**src/rtl/multicycle_control_pkg.sv**
```systemverilog
// Shared definitions for the RV32I multi-cycle main control: opcodes, ALUOp
// codes, ALU operand selects and the controller state encoding.
package multicycle_control_pkg;

  localparam logic [6:0] OPC_RTYPE  = 7'b0110011;
  localparam logic [6:0] OPC_LOAD   = 7'b0000011;
  localparam logic [6:0] OPC_STORE  = 7'b0100011;
  localparam logic [6:0] OPC_BRANCH = 7'b1100011;

  localparam logic [1:0] ALUOP_ADD    = 2'b00;
  localparam logic [1:0] ALUOP_BRANCH = 2'b01;
  localparam logic [1:0] ALUOP_RTYPE  = 2'b10;

  localparam logic [1:0] SRCA_PC    = 2'b00;
  localparam logic [1:0] SRCA_OLDPC = 2'b01;
  localparam logic [1:0] SRCA_RS1   = 2'b10;

  localparam logic [1:0] SRCB_RS2  = 2'b00;
  localparam logic [1:0] SRCB_FOUR = 2'b01;
  localparam logic [1:0] SRCB_IMM  = 2'b10;

  typedef enum logic [3:0] {
    RESET   = 4'd0,
    FETCH   = 4'd1,
    DECODE  = 4'd2,
    MEM_ADR = 4'd3,
    MEM_RD  = 4'd4,
    MEM_WB  = 4'd5,
    MEM_WR  = 4'd6,
    EXEC    = 4'd7,
    ALU_WB  = 4'd8,
    BRANCH  = 4'd9,
    ILLEGAL = 4'd10
  } state_t;

endpackage

```
**src/rtl/multicycle_control_control_out_decode.sv**
```systemverilog
// Combinational map from controller state (plus mem_ready and zero for the
// Mealy enables) to every datapath control output.
module control_out_decode
  import multicycle_control_pkg::*;
(
  input  state_t     i_state,
  input  logic       i_mem_ready,
  input  logic       i_zero,
  output logic [1:0] o_alu_op,
  output logic [1:0] o_alu_src_a,
  output logic [1:0] o_alu_src_b,
  output logic       o_pc_write,
  output logic       o_pc_source,
  output logic       o_ir_write,
  output logic       o_iord,
  output logic       o_mem_read,
  output logic       o_mem_write,
  output logic       o_reg_write,
  output logic       o_mem_to_reg,
  output logic       o_retire,
  output logic       o_illegal
);

  always_comb begin
    o_alu_op     = ALUOP_ADD;
    o_alu_src_a  = SRCA_PC;
    o_alu_src_b  = SRCB_RS2;
    o_pc_write   = 1'b0;
    o_pc_source  = 1'b0;
    o_ir_write   = 1'b0;
    o_iord       = 1'b0;
    o_mem_read   = 1'b0;
    o_mem_write  = 1'b0;
    o_reg_write  = 1'b0;
    o_mem_to_reg = 1'b0;
    o_retire     = 1'b0;
    o_illegal    = 1'b0;
    case (i_state)
      FETCH: begin
        o_mem_read  = 1'b1;
        o_alu_src_b = SRCB_FOUR;
        o_ir_write  = i_mem_ready;
        o_pc_write  = i_mem_ready;
      end
      DECODE: begin
        o_alu_src_a = SRCA_OLDPC;
        o_alu_src_b = SRCB_IMM;
      end
      MEM_ADR: begin
        o_alu_src_a = SRCA_RS1;
        o_alu_src_b = SRCB_IMM;
      end
      MEM_RD: begin
        o_mem_read = 1'b1;
        o_iord     = 1'b1;
      end
      MEM_WB: begin
        o_reg_write  = 1'b1;
        o_mem_to_reg = 1'b1;
        o_retire     = 1'b1;
      end
      MEM_WR: begin
        o_mem_write = 1'b1;
        o_iord      = 1'b1;
        o_retire    = i_mem_ready;
      end
      EXEC: begin
        o_alu_src_a = SRCA_RS1;
        o_alu_op    = ALUOP_RTYPE;
      end
      ALU_WB: begin
        o_reg_write = 1'b1;
        o_retire    = 1'b1;
      end
      // Branch target was parked in ALUOut during DECODE; PC loads it on zero.
      BRANCH: begin
        o_alu_src_a = SRCA_RS1;
        o_alu_op    = ALUOP_BRANCH;
        o_pc_source = 1'b1;
        o_pc_write  = i_zero;
        o_retire    = 1'b1;
      end
      ILLEGAL: o_illegal = 1'b1;
      default: ;
    endcase
  end

endmodule

```
**src/rtl/multicycle_control.sv**
```systemverilog
// Multi-cycle main control FSM for the RV32I core: sequences R-type, lw, sw and
// beq against a variable-latency memory and counts retired instructions.
module multicycle_control
  import multicycle_control_pkg::*;
#(
  parameter int INSTRET_W = 32
) (
  input  logic                 clk,
  input  logic                 rst_n,
  input  logic [6:0]           opcode,
  input  logic                 zero,
  input  logic                 mem_ready,
  output logic [1:0]           ALUOp,
  output logic [1:0]           alu_src_a,
  output logic [1:0]           alu_src_b,
  output logic                 pc_write,
  output logic                 pc_source,
  output logic                 ir_write,
  output logic                 iord,
  output logic                 mem_read,
  output logic                 mem_write,
  output logic                 reg_write,
  output logic                 mem_to_reg,
  output logic                 retire,
  output logic [INSTRET_W-1:0] instret,
  output logic                 illegal
);

  state_t                 r_state;
  state_t                 w_next_state;
  logic   [INSTRET_W-1:0] r_instret;

  always_ff @(posedge clk or negedge rst_n) begin
    if (!rst_n) r_state <= RESET;
    else        r_state <= w_next_state;
  end

  always_comb begin
    w_next_state = r_state;
    case (r_state)
      RESET:   w_next_state = FETCH;
      FETCH:   if (mem_ready) w_next_state = DECODE;
      DECODE: begin
        case (opcode)
          OPC_RTYPE:           w_next_state = EXEC;
          OPC_LOAD, OPC_STORE: w_next_state = MEM_ADR;
          OPC_BRANCH:          w_next_state = BRANCH;
          default:             w_next_state = ILLEGAL;
        endcase
      end
      MEM_ADR: w_next_state = (opcode == OPC_LOAD) ? MEM_RD : MEM_WR;
      MEM_RD:  if (mem_ready) w_next_state = MEM_WB;
      MEM_WB:  w_next_state = FETCH;
      MEM_WR:  if (mem_ready) w_next_state = FETCH;
      EXEC:    w_next_state = ALU_WB;
      ALU_WB:  w_next_state = FETCH;
      BRANCH:  w_next_state = FETCH;
      ILLEGAL: w_next_state = ILLEGAL;
      default: w_next_state = RESET;
    endcase
  end

  always_ff @(posedge clk or negedge rst_n) begin
    if (!rst_n)      r_instret <= '0;
    else if (retire) r_instret <= r_instret + INSTRET_W'(1);
  end

  assign instret = r_instret;

  control_out_decode u_control_out_decode (
    .i_state      (r_state),
    .i_mem_ready  (mem_ready),
    .i_zero       (zero),
    .o_alu_op     (ALUOp),
    .o_alu_src_a  (alu_src_a),
    .o_alu_src_b  (alu_src_b),
    .o_pc_write   (pc_write),
    .o_pc_source  (pc_source),
    .o_ir_write   (ir_write),
    .o_iord       (iord),
    .o_mem_read   (mem_read),
    .o_mem_write  (mem_write),
    .o_reg_write  (reg_write),
    .o_mem_to_reg (mem_to_reg),
    .o_retire     (retire),
    .o_illegal    (illegal)
  );

endmodule

```
**config.mk**
```make
export PLATFORM = sky130hd
export DESIGN_NAME = multicycle_control
export DESIGN_NICKNAME = d
export VERILOG_FILES = /design/src/rtl/multicycle_control_pkg.sv /design/src/rtl/multicycle_control_control_out_decode.sv /design/src/rtl/multicycle_control.sv
export SDC_FILE = /design/constraint.sdc
export NUM_CORES = 1
export LEC_CHECK = 0
export CORE_MARGIN = 2
export CORE_UTILIZATION = 49
export CTS_BUF_LIST = sky130_fd_sc_hd__clkbuf_8
export DETAILED_ROUTE_END_ITERATION = 8
export PLACE_DENSITY = 0.82
export SLEW_MARGIN = 30
export SYNTH_ARGS = -nofsm -noshare
export SYNTH_HDL_FRONTEND = slang
export SYNTH_SLANG_ARGS = --single-unit
export TNS_END_PERCENT = 50
```
**constraint.sdc**
```tcl
create_clock -name clk -period 2.6 [get_ports clk]
set_clock_uncertainty 0.05 [all_clocks]
set_input_delay 0.39 -clock clk [delete_from_list [all_inputs] [get_ports clk]]
set_output_delay 0.39 -clock clk [all_outputs]
set_load 0.005 [all_outputs]
```
==> flow_summary.json, run 1 <==
{
  "setup.worst_path.start_class": "flip-flop",
  "max_slew.worst_pin.slew_ns": 0.476,
  "cp_num_cells": 5,
  "cts_inserted_buffers": 5,
  "globalRoute.totalOverflow": 0,
  "die_height_um": 69.4,
  "finalCritPeriodShare_pct": 97.3,
  "ir_drop_v": 0.000489,
  "worst-endpoint-required_ns": 2.16,
  "crit_path_end": "pc_write",
  "post_drt_via_cell_ratio": 5.80,
  "timing.critical_path.to_type": "output pin",
  "async_reset_ff_share_pct": 100,
  "max_freq_mhz": 395,
  "cts_tree": "done",
  "timing.max_cap.violations": 0,
  "combined_global_route_utilization_of_all_metal_layers_pct": 21.1,
  "grt_pass1_vias": 1761,
  "timing.rr.start": "r_state[1]",
  "pin_count_of_the_biggest_net_entering_global_routing": 37,
  "synth_xor_area_share_pct": 13.0,
  "port-buffer-count": 58,
  "detailedPlacementHpwl_mm": 3.62,
  "starting_utilization_of_the_core_area_pct": 51.6,
  "post-route-drc-count": 0,
  "cts_sinks": 36,
  "postRouteWirelength_mm": 4.90,
  "dieWidth_um": 69.4,
  "synth_top_flop_cell": "sky130_fd_sc_hd__dfrtp_1",
  "fin_util_pct": 69.6,
  "power_per_cell_area_nw_per_um2": 717,
  "most_common_library_cell_in_the_layout_ignoring_fill_and_taps": "sky130_fd_sc_hd__clkdlybuf4s50_1",
  "synth-adder-area-share_pct": 1.08,
  "globalplace.congestion": 0.857,
  "synth.avg_cell_area_um2": 9.74,
  "via_count": 1884,
  "cts-hold-fix-buffers": 0,
  "preCtsSetupSlack_ns": 0.284,
  "rsz_0062_raised_after_global_routing": "yes",
  "cp_slowest_cell": "sky130_fd_sc_hd__dfrtp_1",
  "nets": 286,
  "insertion_delay_ns": 0.29,
  "drt_iter0_drc": 132,
  "clock_tree.root_cell": "sky130_fd_sc_hd__clkbuf_8",
  "io-pin-count": 59,
  "area_growth_syn_to_layout_pct": 35.0,
  "hold_path.class": "reg2reg",
  "clkTransAtPathRegs_ns": 0.07,
  "critPathLaunch": "r_state[1]",
  "detail_route.first_pass.iterations": 4,
  "totalPowerFinal_uw": 2030,
  "critPathBufInv": 2,
  "antenna_left": 0,
  "outcome": "finished, final reports clean",
  "layout.cells.most_common_list": "sky130_fd_sc_hd__clkdlybuf4s50_1 (58), sky130_fd_sc_hd__dfrtp_1 (36), sky130_fd_sc_hd__xor2_1 (29)",
  "synth_compound_area_share_pct": 6.10,
  "cts_post_setup_buffers_inserted": 0,
  "synth_sequential_area_ratio_pct": 43.0,
  "critical-path-top-delay-family": "buffers and inverters",
  "cts_max_path_buffers": 2,
  "wl_per_cell_um": 15.1,
  "post_syn_instances": 215,
  "report.final.slew_viol_count": 0,
  "mappedNetlistArea_um2": 2090,
  "worst_r2r_end": "instret[6]",
  "core-area_um2": 4060,
  "hold_violations": 0,
  "clock_tree.htree_level_count": 2,
  "yosys_register_bits": 36,
  "path_max_fanout": 13,
  "max_slew_margin_vs_limit_pct": 68.2,
  "synth_enable_flop_cells": 0,
  "setup_viol": 0,
  "synth-simple-area-share_pct": 32.3,
  "reg2regPathDepth": 5,
  "rrSetupSlack_ns": 0.49,
  "die_area_um2": 4810,
  "cts_resized": 0,
  "synth_warnings": 0,
  "synth_top_family_by_area": "simple AND/OR/NAND/NOR gates",
  "synth_largest_area_cell": "sky130_fd_sc_hd__dfrtp_1",
  "layout_min_cycle_time_ns": 2.53,
  "netlist.area_leader.share_pct": 43.0,
  "grt_antenna_before_repair": 0,
  "first_pass_grt_wire_length_mm": 8.36,
  "synth_area_leaders": "sky130_fd_sc_hd__dfrtp_1 (43%), sky130_fd_sc_hd__xor2_1 (12%), sky130_fd_sc_hd__nor4_1 (3.6%)",
  "yosys.cell_types.count": 45,
  "synth.area.mux_share_pct": 0.538,
  "net_count_synth": 227,
  "worst_slack_ns": 0.0715,
  "rows": 23,
  "critPathMaxStageDelay_ns": 0.52,
  "diodes_inserted": 0,
  "cp_data_arrival_time_ns": 2.09,
  "critical_path_class": "reg2out",
  "proportion_of_layout_cells_with_a_drive_suffix_above_1_pct": 8.73,
  "leakagePower_uw": 0.00130,
  "worstPathCellList": "inv_1 > nand2_1 > nor4_1 > a21o_1 > clkdlybuf4s50_1"
}
synthesized netlist by cell type, drive strengths merged (4+ instances only):
library cell / n
dfrtp: 36
xor2: 29
nor4: 17
nand2: 16
nor2: 14
nor3: 13
nand4: 11
nand3: 10
buf: 7
and3: 6
clkbuf: 6
nand2b: 5
and4: 4
inv: 4
layout make-up:
class / count / area, µm²
clock buffer: 6 / 82.6
multi-input combinational: 162 / 1120
sequential: 36 / 901
timing repair buffer: 65 / 633
inverter: 4 / 15.0
tap: 50 / 62.6
clock inverter: 2 / 10.0
fill: 312 / 1230
through the flow:
step           instances  instance area, µm²  TNS, ns  hold WS (ns)
2_1_floorplan        215                2090        0        0.0444
3_3_place_gp         317                2730        0         0.407
3_5_place_dp         317                2730        0         0.407
4_1_cts              325                2830        0         0.421
5_1_grt              325                2830  -0.0552         0.454
6_report             325                2830        0         0.412
state kept, by name, indices dropped and copies added, names as in the netlist:
name     cells
instret     32
r_state      4
cells by family (layout without fill, tap and decap cells):
family | Yosys count | count (layout)
compound gates | 17 | 17
xor+xnor | 31 | 31
fa+ha+maj | 2 | 2
buf+inv | 17 | 77
flops | 36 | 36
mux | 1 | 1
simple gates | 111 | 111
metal layers:
layer	GRT usage, %	vias up	part of all wire [%]
met4	6.54	0	1.3
met3	4.94	6	5.4
met5	0	-	0
met1	27.1	902	43
li1	-	906	-
met2	35.4	70	50
where the power goes:
group / leakage [µW] / total [µW] / internal, µW / switching (µW)
clock network: 0.0000510 / 413 / 211 / 201
logic: 0.000760 / 836 / 442 / 394
registers: 0.000490 / 777 / 627 / 150
worst min-delay path by stage:
stage,start,to,slack (ns),depth (start not counted)
after global placement,instret[31],instret[31],0.41,1
after detailed placement,instret[31],instret[31],0.41,1
after CTS,instret[31],instret[31],0.42,1
after floorplan,rst_n,instret[0],0.04,0
after global routing,instret[31],instret[31],0.45,1
final,instret[31],instret[31],0.41,1
No activity file was read; power rests on OpenSTA's default activity.
==> run 2, diff against run 1 <==
--- a/config.mk
+++ b/config.mk
@@ -5,10 +5,12 @@
 export SDC_FILE = /design/constraint.sdc
 export NUM_CORES = 1
 export LEC_CHECK = 0
+export CORE_ASPECT_RATIO = 0.5
 export CORE_MARGIN = 2
 export CORE_UTILIZATION = 49
 export CTS_BUF_LIST = sky130_fd_sc_hd__clkbuf_8
 export DETAILED_ROUTE_END_ITERATION = 8
+export GPL_ROUTABILITY_DRIVEN = 0
 export PLACE_DENSITY = 0.82
 export SLEW_MARGIN = 30
 export SYNTH_ARGS = -nofsm -noshare
==> run 2 against run 1 <==
  * Utilization up 1.2 points
  * Sequential cell count did not move
  * Design area is 0.35% higher
  * Critical endpoint unchanged
  * Register-to-register slack better by 0.02 ns
  * Die area increased by 0.66%
==> flow_summary.json, run 2 (same netlist as run 1, synthesis figures left out) <==
{
  "rows": 16,
  "critical_path_class": "reg2out",
  "proportion_of_layout_cells_with_a_drive_suffix_above_1_pct": 9.09,
  "internal_portion_of_total_power_uw": 1280,
  "drt_iter0_drc": 70,
  "first_pass_grt_wire_length_mm": 8.35,
  "die_height_um": 50.2,
  "timing.critical_path.to_type": "output pin",
  "routed-wl-met2_mm": 2.36,
  "setup.worst_path.start_class": "flip-flop",
  "reg2regPathDepth": 4,
  "port-buffer-count": 58,
  "min_from": "instret[31]",
  "cts_inserted_buffers": 5,
  "cts_sinks": 36,
  "path_max_fanout": 13,
  "holdPathStages": 1,
  "area_growth_syn_to_layout_pct": 35.4,
  "detailedPlacementHpwl_mm": 3.53,
  "grt_antenna_before_repair": 0,
  "finalCritPeriodShare_pct": 93.3,
  "max_freq_mhz": 412,
  "cts_tree": "done",
  "critPathLaunch": "r_state[1]",
  "setup_total_negative_slack_ns": 0,
  "timing.rr.start": "r_state[0]",
  "power.combinational.fraction_pct": 41.5,
  "rsz_0062_raised_after_global_routing": "no",
  "post_drt_via_cell_ratio": 5.66,
  "most_common_library_cell_in_the_layout_ignoring_fill_and_taps": "sky130_fd_sc_hd__clkdlybuf4s50_1",
  "cp_data_arrival_time_ns": 1.99,
  "worst_r2r_end": "instret[1]",
  "switching_share_pct": 36.6,
  "net-switching-power_uw": 739,
  "clkTransAtPathRegs_ns": 0.07,
  "clock_tree.htree_level_count": 2,
  "wl_per_cell_um": 15.1,
  "grt_pass1_vias": 1783,
  "numPlacedInstances": 321,
  "io-pin-count": 59,
  "m1WireLength_mm": 2.24,
  "leakagePower_uw": 0.00130,
  "antenna_left": 0,
  "power_per_cell_area_nw_per_um2": 713,
  "setup_viol": 0,
  "detail_route.first_pass.iterations": 4,
  "layout_min_cycle_time_ns": 2.43,
  "nets": 286,
  "hold_ws_ns": 0.420,
  "met3RoutedLength_um": 308,
  "cts_resized": 0,
  "cts_post_setup_buffers_inserted": 0,
  "worst_slack_ns": 0.173,
  "globalRoute.totalOverflow": 0,
  "via_count": 1862,
  "clock_tree.root_cell": "sky130_fd_sc_hd__clkbuf_8",
  "report.final.slew_viol_count": 0,
  "insertion_delay_ns": 0.29,
  "preCtsSetupSlack_ns": 0.190,
  "ir_drop_v": 0.000587,
  "diodes_inserted": 0,
  "final_standard_cell_count_with_taps_included_and_fillers_excluded": 329,
  "pin_count_of_the_biggest_net_entering_global_routing": 37,
  "max_slew_margin_vs_limit_pct": 69.4,
  "rrSetupSlack_ns": 0.51,
  "die_area_um2": 4840,
  "power.share.clock_pct": 19.8,
  "cts_max_path_buffers": 2,
  "starting_utilization_of_the_core_area_pct": 52.3,
  "layout.cells.most_common_list": "sky130_fd_sc_hd__clkdlybuf4s50_1 (58), sky130_fd_sc_hd__dfrtp_1 (35), sky130_fd_sc_hd__xor2_1 (29)",
  "timing.max_cap.violations": 0,
  "pwr-share-seq_pct": 38.7,
  "max_slew.worst_pin.slew_ns": 0.459,
  "hold_violations": 0,
  "hold_path.class": "reg2reg",
  "worst-endpoint-required_ns": 2.16,
  "outcome": "finished, final reports clean",
  "largest_reg_flops": 32,
  "postRouteWirelength_mm": 4.96,
  "cts-hold-fix-buffers": 0,
  "dieWidth_um": 96.4,
  "hold_path_end": "instret[31]",
  "top_signal_layer_used": "met4",
  "core-area_um2": 4000,
  "combined_global_route_utilization_of_all_metal_layers_pct": 22.6,
  "post-route-drc-count": 0
}
## run 2: cell count changes in the layout (fill, tap and decap cells not counted)
cell | before | now
sky130_fd_sc_hd__clkinv_2 | 2 | 0
sky130_fd_sc_hd__dfrtp_1 | 36 | 35
sky130_fd_sc_hd__dfrtp_2 | 0 | 1
sky130_fd_sc_hd__inv_1 | 4 | 5
sky130_fd_sc_hd__inv_2 | 0 | 1
sky130_fd_sc_hd__nor4_1 | 12 | 11
sky130_fd_sc_hd__nor4_2 | 4 | 5
## run 2: per-layer routing
metal  vias up  global-route usage [%]
li1        898                       -
met1       906                    29.7
met2        53                    36.1
met3         5                    7.21
met4         0                    6.34
met5         -                       0
## run 2: layout make-up
type | instances | area (µm²)
clock inverter | 2 | 7.51
tap | 54 | 67.6
clock buffer | 6 | 82.6
fill | 311 | 1170
timing repair buffer | 65 | 633
sequential | 36 | 902
inverter | 4 | 15.0
multi-input combinational | 162 | 1130
## run 2: how the worst max path moves through the flow
| stage | end | slack, ns | depth (start not counted) |
|---|---|---|---|
| 3_3_place_gp | pc_write | 0.31 | 5 |
| 3_5_place_dp | pc_write | 0.19 | 5 |
| 2_1_floorplan | retire | 0.75 | 5 |
| 5_1_grt | reg_write | 0.04 | 5 |
| 4_1_cts | pc_write | 0.0003 | 5 |
| 6_report | pc_write | 0.17 | 5 |
## run 2: per-stage QoR
step	util, %	instance area (µm²)	total power, µW
floorplan	-	2090	1230
global placement	68.4	2740	1600
detailed placement	68.4	2740	1610
CTS	70.6	2830	2020
global route	70.8	2840	2160
finish	70.8	2840	2020
## run 2: critical path, cell delays in order, from the launching register on
cell and delay, ns:
sky130_fd_sc_hd__dfrtp_1 0.51, sky130_fd_sc_hd__inv_2 0.19, sky130_fd_sc_hd__nand2_1 0.12, sky130_fd_sc_hd__nor2_1 0.24, sky130_fd_sc_hd__a21o_1 0.15, sky130_fd_sc_hd__clkdlybuf4s50_1 0.49
## run 2: power groups by stage
stage	combinational, µW	clock (µW)	sequential [µW]
6_report	838	401	782
5_1_grt	919	437	804
4_1_cts	838	409	775
3_5_place_dp	830	0	784
3_3_place_gp	817	0	782
2_1_floorplan	517	0	714
